## src/rtl/input_conditioner.sv

```systemverilog
// ---------------------------------------------------------------------------
// input_conditioner
//
// Multi-channel conditioner for push-buttons and slow asynchronous inputs.
// Every channel is synchronised, debounced and edge-detected independently.
//
// Optional feature macro: INPUT_CONDITIONER_REPEAT_EN
//   When defined, each channel gets an auto-repeat counter that emits
//   repeat_o pulses while the debounced level stays high. When undefined,
//   repeat_o is tied low and the REPEAT_* parameters have no effect.
//
// Parameters:
//   CHANNELS        number of independent channels (>= 1)
//   SYNC_STAGES     synchroniser flops per channel (>= 2)
//   DEBOUNCE_CYCLES consecutive stable cycles needed to accept a level (>= 1)
//   REPEAT_DELAY    cycles from rising_o to the first auto-repeat
//   REPEAT_PERIOD   cycles between subsequent auto-repeats
//
// Ports:
//   clk_i      single clock
//   rstn_i     asynchronous active-low reset
//   signal_i   raw asynchronous inputs, one bit per channel
//   mode_i     event select, bits [2c+1:2c]: 00 none, 01 rise, 10 fall, 11 both
//   clear_i    per-channel pending clear
//   level_o    debounced level
//   rising_o   one-cycle pulse on an accepted 0->1
//   falling_o  one-cycle pulse on an accepted 1->0
//   event_o    one-cycle pulse selected by mode_i, plus auto-repeats
//   pending_o  sticky event flag (set wins over clear)
//   repeat_o   one-cycle auto-repeat pulse
// ---------------------------------------------------------------------------
module input_conditioner #(
  parameter int CHANNELS        = 4,
  parameter int SYNC_STAGES     = 2,
  parameter int DEBOUNCE_CYCLES = 16,
  parameter int REPEAT_DELAY    = 50_000_000,
  parameter int REPEAT_PERIOD   = 10_000_000
) (
  input  logic                  clk_i,
  input  logic                  rstn_i,
  input  logic [CHANNELS-1:0]   signal_i,
  input  logic [2*CHANNELS-1:0] mode_i,
  input  logic [CHANNELS-1:0]   clear_i,
  output logic [CHANNELS-1:0]   level_o,
  output logic [CHANNELS-1:0]   rising_o,
  output logic [CHANNELS-1:0]   falling_o,
  output logic [CHANNELS-1:0]   event_o,
  output logic [CHANNELS-1:0]   pending_o,
  output logic [CHANNELS-1:0]   repeat_o
);

  // The counter never holds DEBOUNCE_CYCLES itself, but its incremented
  // value must be able to represent it for the acceptance compare.
  localparam int CW = $clog2(DEBOUNCE_CYCLES + 1);

  genvar gi;
  generate
    if (CHANNELS < 1 || SYNC_STAGES < 2 || DEBOUNCE_CYCLES < 1 ||
        REPEAT_DELAY < 1 || REPEAT_PERIOD < 1) begin : g_bad_params
      $error("input_conditioner: parameter out of range");
    end

    for (gi = 0; gi < CHANNELS; gi++) begin : g_ch
      logic [SYNC_STAGES-1:0] sync_reg;
      logic [CW-1:0]          cnt_reg;
      logic [CW-1:0]          cnt_inc;
      logic                   level_reg;
      logic                   rise_reg;
      logic                   fall_reg;
      logic                   event_reg;
      logic                   pend_reg;
      logic                   rep_reg;
      logic                   sample;
      logic                   differ;
      logic                   accept;
      logic                   rise_next;
      logic                   fall_next;
      logic                   rep_next;
      logic                   event_next;

      assign sample  = sync_reg[SYNC_STAGES-1];
      assign differ  = sample ^ level_reg;
      assign cnt_inc = cnt_reg + CW'(1);
      // Accept the new level on the edge where the disagreement run would
      // reach DEBOUNCE_CYCLES; the edge pulses are produced on that same edge.
      assign accept    = differ && (cnt_inc == CW'(DEBOUNCE_CYCLES));
      assign rise_next = accept & sample;
      assign fall_next = accept & ~sample;

`ifdef INPUT_CONDITIONER_REPEAT_EN
      localparam int RMAX = (REPEAT_DELAY > REPEAT_PERIOD) ? REPEAT_DELAY : REPEAT_PERIOD;
      localparam int RW   = $clog2(RMAX + 1);

      logic [RW-1:0] rcnt_reg;
      logic [RW-1:0] rcnt_inc;
      logic          rfirst_done_reg;
      logic          fire;

      assign rcnt_inc = rcnt_reg + RW'(1);
      // The first repeat waits REPEAT_DELAY after the rise, later ones wait
      // REPEAT_PERIOD. A release accepted on this edge cancels any repeat.
      assign fire = level_reg & ~fall_next &
                    (rcnt_inc == (rfirst_done_reg ? RW'(REPEAT_PERIOD) : RW'(REPEAT_DELAY)));
      // The counter keeps running when rising events are disabled; only the
      // pulse is gated, so re-enabling mid-hold resumes on the same cadence.
      assign rep_next = fire & mode_i[2*gi];

      always_ff @(posedge clk_i or negedge rstn_i) begin
        if (!rstn_i) begin
          rcnt_reg        <= '0;
          rfirst_done_reg <= 1'b0;
        end else if (!level_reg || fall_next) begin
          rcnt_reg        <= '0;
          rfirst_done_reg <= 1'b0;
        end else if (fire) begin
          rcnt_reg        <= '0;
          rfirst_done_reg <= 1'b1;
        end else begin
          rcnt_reg        <= rcnt_inc;
        end
      end
`else
      assign rep_next = 1'b0;
`endif

      assign event_next = (rise_next & mode_i[2*gi]) |
                          (fall_next & mode_i[2*gi+1]) |
                          rep_next;

      always_ff @(posedge clk_i or negedge rstn_i) begin
        if (!rstn_i) begin
          sync_reg  <= '0;
          cnt_reg   <= '0;
          level_reg <= 1'b0;
          rise_reg  <= 1'b0;
          fall_reg  <= 1'b0;
          event_reg <= 1'b0;
          pend_reg  <= 1'b0;
          rep_reg   <= 1'b0;
        end else begin
          sync_reg <= {sync_reg[SYNC_STAGES-2:0], signal_i[gi]};
          if (!differ || accept) begin
            cnt_reg <= '0;
          end else begin
            cnt_reg <= cnt_inc;
          end
          if (accept) begin
            level_reg <= sample;
          end
          rise_reg  <= rise_next;
          fall_reg  <= fall_next;
          event_reg <= event_next;
          rep_reg   <= rep_next;
          // Set by the registered event pulse; set wins over clear.
          pend_reg  <= event_reg | (pend_reg & ~clear_i[gi]);
        end
      end

      assign level_o[gi]   = level_reg;
      assign rising_o[gi]  = rise_reg;
      assign falling_o[gi] = fall_reg;
      assign event_o[gi]   = event_reg;
      assign pending_o[gi] = pend_reg;
      assign repeat_o[gi]  = rep_reg;
    end
  endgenerate

endmodule

```

## config.mk

```make
export PLATFORM = sky130hd
export DESIGN_NAME = input_conditioner
export DESIGN_NICKNAME = d
export VERILOG_FILES = /design/src/rtl/input_conditioner.sv
export SDC_FILE = /design/constraint.sdc
export NUM_CORES = 1
export LEC_CHECK = 0
export CAP_MARGIN = 20
export CORE_MARGIN = 3
export CORE_UTILIZATION = 51
export CTS_CLUSTER_DIAMETER = 200
export DETAILED_ROUTE_END_ITERATION = 7
export HOLD_SLACK_MARGIN = 0.06
export PLACE_DENSITY = 0.89
export SLEW_MARGIN = 10
export SYNTH_ARGS = -nofsm -noshare
export SYNTH_HDL_FRONTEND = slang
export SYNTH_SLANG_ARGS = --single-unit
```

## constraint.sdc

```tcl
create_clock -name clk_i -period 1.9 [get_ports clk_i]
set_input_delay 0.285 -clock clk_i [delete_from_list [all_inputs] [get_ports clk_i]]
set_output_delay 0.285 -clock clk_i [all_outputs]
set_load 0.01 [all_outputs]
```

# Word-level counts from Yosys, hierarchy flattened
# Index checks and enable logic that the tools add are counted.
dict set report totals {
  in_bits 18
  reg_bits 48
}
dict set report op_classes {
  eq_ne 4
  n_mux 4
  add_sub_neg 4
  n_reduce_logical 12
  n_bitwise 40
}
# cell count
set ops {}
lappend ops {{adder 5 x 1 -> 5 bit, second input constant} 4}
lappend ops {{bitwise AND 1 bit} 20}
lappend ops {{equality test 5 bit, second input constant} 4}
lappend ops {{two-way mux 5 bit} 4}
lappend ops {{NOT 1 bit} 8}
lappend ops {{bitwise OR 1 bit} 8}
lappend ops {{logical AND 1 bit} 4}
lappend ops {{logical NOT 1 bit} 4}
lappend ops {{logical OR 1 bit} 4}
lappend ops {{XOR 1 bit} 4}

# Longest topological paths before layout
# Gate-level depths: netlist of the first run.
dict set report depth {
  word_depth 6
  ltp_mapped 5
  ltp_nobuf 5
}

# Least setup slack after synthesis of the first run
# OpenSTA, ideal clock, no wires.
dict set report synth_timing {
  kind {flip-flop to flip-flop}
  startpoint {register g_ch[0].cnt_reg[0]}
  endpoint {register g_ch[0].level_reg}
  stages_incl_launch_ff 5
  setup_ns 0.125
  path_slack_ns 0.589
  arrival_time_ns 1.186
  n_path_buf 0
  cell_sequence {dfrtp_1 -> ha_1 -> and2_2 -> nand2_2 -> mux2_4}
}
dict set report synth_via {
  elab_chain_cells 3
}
# item line
set synth_lines {}
lappend synth_lines {{start, declared} 65} ;# logic [CW-1:0] cnt_reg;
lappend synth_lines {{start signal, assigned} 145} ;# cnt_reg <= cnt_inc;
lappend synth_lines {{adder 5 x 1 -> 5 bit} 83} ;# assign cnt_inc = cnt_reg + CW'(1);
lappend synth_lines {{equality test 5 bit} 86} ;# assign accept = differ && (cnt_inc == CW'(DEBOUNCE_CYCLES));
lappend synth_lines {{logical AND 1 bit} 86}
lappend synth_lines {{end signal, assigned} 148} ;# level_reg <= sample;
lappend synth_lines {{end, declared} 67} ;# logic level_reg;
# No other way between the ends.
# A chain may end at the register's enable or synchronous reset.

# Worst setup path after layout of the first run
dict set report layout_timing {
  startpoint {register g_ch[0].level_reg}
  endpoint {output port level_o[0]}
}
# item line
set layout_lines {}
lappend layout_lines {{end, declared} 44} ;# output logic [CHANNELS-1:0] level_o,
# No word-level cell between the ends.

==> results of run 1 <==
-- per-stage QoR --
step | total power [mW] | setup slack (ps)
after CTS | 1.85 | 250
after global routing | 1.91 | 208
after detailed placement | 1.22 | 504
after global placement | 1.22 | 560
final | 1.83 | 266
after floorplan | 1.15 | 589
-- how the worst max path moves through the flow --
stage,startpoint,endpoint
after floorplan,g_ch[0].cnt_reg[0],g_ch[0].level_reg
after global placement,g_ch[1].cnt_reg[0],g_ch[1].level_reg
after detailed placement,g_ch[1].cnt_reg[0],g_ch[1].level_reg
after CTS,g_ch[0].level_reg,level_o[0]
after global routing,g_ch[2].level_reg,level_o[2]
final,g_ch[0].level_reg,level_o[0]
-- cells by family after synthesis --
family | Yosys count | synth area share [%]
simple gates | 62 | 17.6
flops | 48 | 56.1
buf+inv | 28 | 9.12
compound gates | 16 | 5.61
xor+xnor | 16 | 6.55
fa+ha+maj | 4 | 2.34
mux | 4 | 2.45
other cells | 1 | 0.175
-- Yosys cell counts, types with 4 or more instances --
cell      instances
nand4b_1          4
ha_1              4
xnor2_1           4
dfrtp_1          48
nor3_1            4
a21oi_1           4
inv_1             4
xor2_1           12
a21o_1            6
nand2_1           8
nand3b_1         10
nor3b_1          10
buf_4            24
nand3_1           4
nor2_1           10
-- power by group through the flow --
stage                     logic, mW  registers, mW  clock network (mW)
final                         0.120           1.08               0.627
after global routing          0.137           1.08               0.689
after CTS                     0.124           1.08               0.650
after detailed placement      0.122           1.10                   0
after global placement        0.119           1.10                   0
after floorplan              0.0591           1.09                   0
-- cell type report --
cell class	count	area, µm²
Inverter	4	15.0
Fill cell	297	1330
Tap cell	48	60.1
Clock inverter	2	15.0
Clock buffer	6	82.6
Sequential cell	48	1200
Timing Repair Buffer	39	395
Multi-Input combinational cell	106	756
-- per-layer routing --
metal,part of all wire [%],vias up,global-route usage [%]
met2,53,30,25.4
met4,1.9,0,7.52
met1,40,641,15.4
met3,5.5,6,4.83
met5,0,-,0
li1,-,624,-
==> impl_results.md, run 1 <==
- Outcome: complete, no violations
- Max FFs per register: 20
- Remaining global-route overflow: 0
- Fin Hold WS: 352 ps
- Commonest non-fill, non-tap cell in the layout: dfrtp_1
- PostCTS Resize Cnt: 0
- Max-Cap Viols: 0
- Final Non-Filler Cells: 253
- Period minus WS final: around 1600 ps
- Clk sinks: 48
- Register area share after synthesis: 56.1%
- Tcrit/Tclk final: 86.0%
- Number of H-tree levels: 2
- Die Footprint: 5010 µm²
- Final net count: 226
- Post-synth EDFFs: 0
- Avg Vias per Cell: 5.14
- Drt total wl: 3340 µm
- Drt first pass iters: 4
- Worst r2r path cells: 4
- Yosys top cell by area: dfrtp_1
- Cells after synthesis: 179
- Register bit total from synthesis: 48
- Hold Buf Count CTS: 1
- Hold path cells: 0
- Core area: between 3000 and 4000 µm²
- Post-Syn Area: 2140 µm²
- Global-route wire length before repair: roughly 5600 µm
- Remaining antenna violation count: 0
- TritonCTS Buffers: 5
- Clk_skew: 8.60 ps
- Psw: 0.414 mW
- RD Place Congestion: about 0.8
- I/O pins: between 40 and 50
- Design Area, Final: 2520 µm²
- Sw frac: 22.7%
- DR DRC count: 0
- Worst ir drop on vdd: about 0.37 mV
- Combinational group share of total power: ~6.6%
- Antenna violations before repair: 0
- CP Data Required Time: 1620 ps
- Share of cells above drive strength 1: 13.7%
- Lkg Pwr: roughly 1.2 nW
- Mean Syn Cell Area: 12.0 µm²
- Hold Path End: g_ch[1].sync_reg[1]
- Synth top area share: 56.1%
- Int Power: 1.41 mW
- Worst Path Buf+Inv: 1
- Final Hold Vio Count: 0
- Placed cell area: 2420 µm²
- Longest Clk Path Bufs: 2
- Area Overhead vs Synth: 17.9%
- Chip Height: 70.8 µm
- DRT iter0 DRCs: 46
- Critical Path Sink Type: primary output
- FF-to-FF End: g_ch[1].level_reg
- Reg2reg setup slack: 490 ps
- FMAX: 612 MHz
- Critical Path AT: 1350 ps
- Final core occ: about two thirds
- Placed cell count: 244
- Hold path startpoint: g_ch[1].sync_reg[0]
- # port buffers: 37
- Vias: 1,301
- Clk pwr share: 34.3%
- Cell Chain, Critical Path: clkdlybuf4s50_1
- Pins Over Slew Limit: 0
- Root Buffer: clkbuf_8
- Commonest cells after routing, fill and taps aside: dfrtp_1 (48), clkdlybuf4s50_1 (36), xor2_1 (12)
- Reg-to-Reg Start: g_ch[1].cnt_reg[0]
- Hold Crit Class: register to register
- Stages on worst setup path: 1
- Chip Width: around 71 µm
- Post-DP HPWL: 2480 µm
- Pwr dens: 723 nW/µm²
- Crit path kind: register to primary output
- Worst-path fanout max: 7
- Starting Density: between 50 and 60%
- Largest net degree at the start of global routing: 30
- Routed wire length per instance: 13.2 µm
- Async set or reset register ratio after synthesis: 100%
- Row count: 22
- Top_reg_cell synth: dfrtp_1
- Ys Warns: 0
- Synth area leaders: dfrtp_1 (56%), buf_4 (8.4%), xor2_1 (4.9%)
- Gr usage total: between 10 and 15%
- Number of distinct library cells after synthesis: 27
- Critical path's largest stage delay: 580 ps
- Clock latency on the worst-skew pair: roughly 300 ps
- Delay-heaviest family, CP: buffers and inverters
- Setup bufs post-CTS: 0
- Worst-path clk slew: ~80 ps
- CTS tree: yes
- CP max stage cell: clkdlybuf4s50_1
- Setup TNS: 0 ps
- Sequential power share: 59.1%
- Unrepaired setup endpoints after global routing: no
- Crit start category: register
- Diode count: 0
- Final setup violation count: 0
- Vias in the first global route: 1,361
Power figures use the tool's default switching activity.
==> run 2, diff against run 1 <==
--- a/config.mk
+++ b/config.mk
@@ -5,7 +5,6 @@
 export SDC_FILE = /design/constraint.sdc
 export NUM_CORES = 1
 export LEC_CHECK = 0
-export CAP_MARGIN = 20
 export CORE_MARGIN = 3
 export CORE_UTILIZATION = 51
 export CTS_CLUSTER_DIAMETER = 200
==> results of run 2 <==
No change in the layout: final DEF, timing and power equal those of run 1.
==> run 3, diff against run 2 <==
--- a/config.mk
+++ b/config.mk
@@ -6,11 +6,12 @@
 export NUM_CORES = 1
 export LEC_CHECK = 0
 export CORE_MARGIN = 3
-export CORE_UTILIZATION = 51
+export CORE_UTILIZATION = 60
 export CTS_CLUSTER_DIAMETER = 200
 export DETAILED_ROUTE_END_ITERATION = 7
+export DONT_BUFFER_PORTS = 1
 export HOLD_SLACK_MARGIN = 0.06
-export PLACE_DENSITY = 0.89
+export PLACE_DENSITY = 0.86
 export SLEW_MARGIN = 10
 export SYNTH_ARGS = -nofsm -noshare
 export SYNTH_HDL_FRONTEND = slang
==> impl_results.md, run 3 (synthesis results as in run 1) <==
- Outcome: complete, no violations
- Clk_skew: about 13 ps
- Max-Cap Viols: 0
- Critical Path Sink Type: register
- Global-route wire length before repair: 5460 µm
- Commonest non-fill, non-tap cell in the layout: dfrtp_1
- Remaining antenna violation count: 0
- Worst-path fanout max: 5
- Core area: around 3400 µm²
- CP Data Required Time: ~2100 ps
- RD Place Congestion: 0.769
- Hold Crit Class: input port to register
- Antenna violations before repair: 0
- Share of cells above drive strength 1: between 10 and 15%
- Total power: ~1.6 mW
- Root Buffer: clkbuf_4
- Reg2reg setup slack: 480 ps
- Final net count: 196
- Clock latency on the worst-skew pair: 350 ps
- PostCTS Resize Cnt: 0
- Starting Density: roughly 63%
- Slack of the critical path: 476 ps
- Footprint of the multi-input gates: 756 µm²
- Reg-to-Reg Start: g_ch[1].cnt_reg[0]
- Row count: 21
- Crit path kind: register to register
- Clk sinks: 48
- I/O pins: 42
- Gr usage total: between 10% and 20%
- Routed wire length per instance: 14.6 µm
- Unrepaired setup endpoints after global routing: no
- DP Worst Slack: 502 ps
- Tcrit/Tclk final: 75.0%
- Period minus WS final: 1420 ps
- Final core occ: 64.4%
- Setup bufs post-CTS: 0
- Pwr dens: about 730 nW/µm²
- Hold path cells: 2
- DRT iter0 DRCs: 48
- Design Area, Final: approximately 2200 µm²
- Post-DP HPWL: between 2000 and 2500 µm
- Chip Height: 65.7 µm
- Longest Clk Path Bufs: 2
- Final Hold Vio Count: 0
- # port buffers: 0
- Final setup violation count: 0
- Diode count: 0
- Cell Chain, Critical Path: ha_1 -> nand2_1 -> a21oi_2 -> mux2_2
- Hold path startpoint: mode_i[1]
- Critical Path AT: 1670 ps
- FMAX: 702 MHz
- Placed cell area: 2030 µm²
- Vias in the first global route: 1,291
- Delay-heaviest family, CP: flip-flops
- Lkg Pwr: 1.04 nW
- Setup TNS: 0 ps
- Crit start category: register
- Drt first pass iters: 4
- Worst-path clk slew: ~120 ps
- Max FFs per register: 20
- Worst r2r path cells: 4
- Worst ir drop on vdd: slightly above 0.5 mV
- Area Overhead vs Synth: 1.99%
- Worst Path Buf+Inv: 0
- Number of H-tree levels: 2
- Critical path's largest stage delay: between 400 and 500 ps
- Fill cells: 265
- TritonCTS Buffers: 5
- Drt total wl: 3220 µm
- Avg Vias per Cell: 5.49
- CTS tree: yes
- CP max stage cell: dfrtp_1
- Seq. cell area: 1200 µm²
- Chip Width: 65.7 µm
- Commonest cells after routing, fill and taps aside: dfrtp_1 (48), xor2_1 (12), nor2_1 (10), nand3b_1 (10), nor3b_1 (10)
- Vias: 1,207
- Remaining global-route overflow: 0
- Die Footprint: around 4300 µm²
- Hold Path End: g_ch[0].event_reg
- FF-to-FF End: g_ch[1].level_reg
- Largest net degree at the start of global routing: 49
- DR DRC count: 0
- Pins Over Slew Limit: 0
==> run 3: cell count changes in the layout (fill, tap and decap cells not counted) <==
| cell | change |
|---|---|
| buf_16 | +1 |
| clkinvlp_4 | -2 |
| clkbuf_8 | -6 |
| clkbuf_1 | +1 |
| dlygate4sd3_1 | +7 |
| clkbuf_4 | +5 |
| clkdlybuf4s50_1 | -36 |
| buf_2 | -1 |
| buf_12 | -1 |
| clkinv_2 | +1 |
==> run 3: what timing repair did <==
action / 4_1_cts / 5_1_grt
endpoints found under the hold margin: 53 / 2
endpoints found under the setup margin: 0 / 0
hold buffers: 7 / 2
==> run 3: cell type report <==
class / count / share of cell area, %
Timing Repair Buffer: 9 / 4.93
Inverter: 4 / 0.688
Sequential cell: 48 / 55.0
Multi-Input combinational cell: 106 / 34.6
Clock inverter: 1 / 0.229
Clock buffer: 6 / 1.89
Tap cell: 46 / 2.64
==> run 3: per-stage QoR <==
stage | std cells | hold WS, ps
floorplan | 182 | -10.6
global placement | 204 | -9.50
detailed placement | 204 | -9.36
CTS | 218 | 65.6
global route | 220 | 57.1
finish | 220 | 83.2
==> run 3: worst reg2reg max path, cell delays in order (launching register included) <==
cell     delay [ps]
dfrtp_1         430
ha_1            230
nand2_1         100
a21oi_2         210
mux2_2          360
==> run 3: per-layer routing <==
| metal | vias up | routed length [µm] | GRT usage [%] |
|---|---|---|---|
| li1 | 558 | - | - |
| met1 | 598 | 1310 | 19.0 |
| met2 | 42 | 1670 | 28.2 |
| met3 | 9 | 178 | 5.30 |
| met4 | 0 | 59 | 10.1 |
| met5 | - | 0 | 0 |
==> run 3: how the worst max path moves through the flow <==
| stage | to | startpoint | cells after the start | slack (ps) |
|---|---|---|---|---|
| 4_1_cts | g_ch[1].level_reg | g_ch[1].cnt_reg[0] | 4 | 490 |
| 5_1_grt | g_ch[3].level_reg | g_ch[3].cnt_reg[0] | 4 | 380 |
| 6_report | g_ch[1].level_reg | g_ch[1].cnt_reg[0] | 4 | 480 |
| 2_1_floorplan | g_ch[0].level_reg | g_ch[0].cnt_reg[0] | 4 | 590 |
| 3_3_place_gp | g_ch[1].level_reg | g_ch[1].cnt_reg[0] | 4 | 550 |
| 3_5_place_dp | g_ch[1].level_reg | g_ch[1].cnt_reg[0] | 4 | 500 |
==> run 3: where the power goes <==
group          internal, mW  total, mW  leakage [nW]  switching (mW)
Clock                 0.137      0.419        0.0281           0.283
Sequential             1.05       1.08         0.642          0.0304
Combinational        0.0498     0.0991         0.367          0.0493
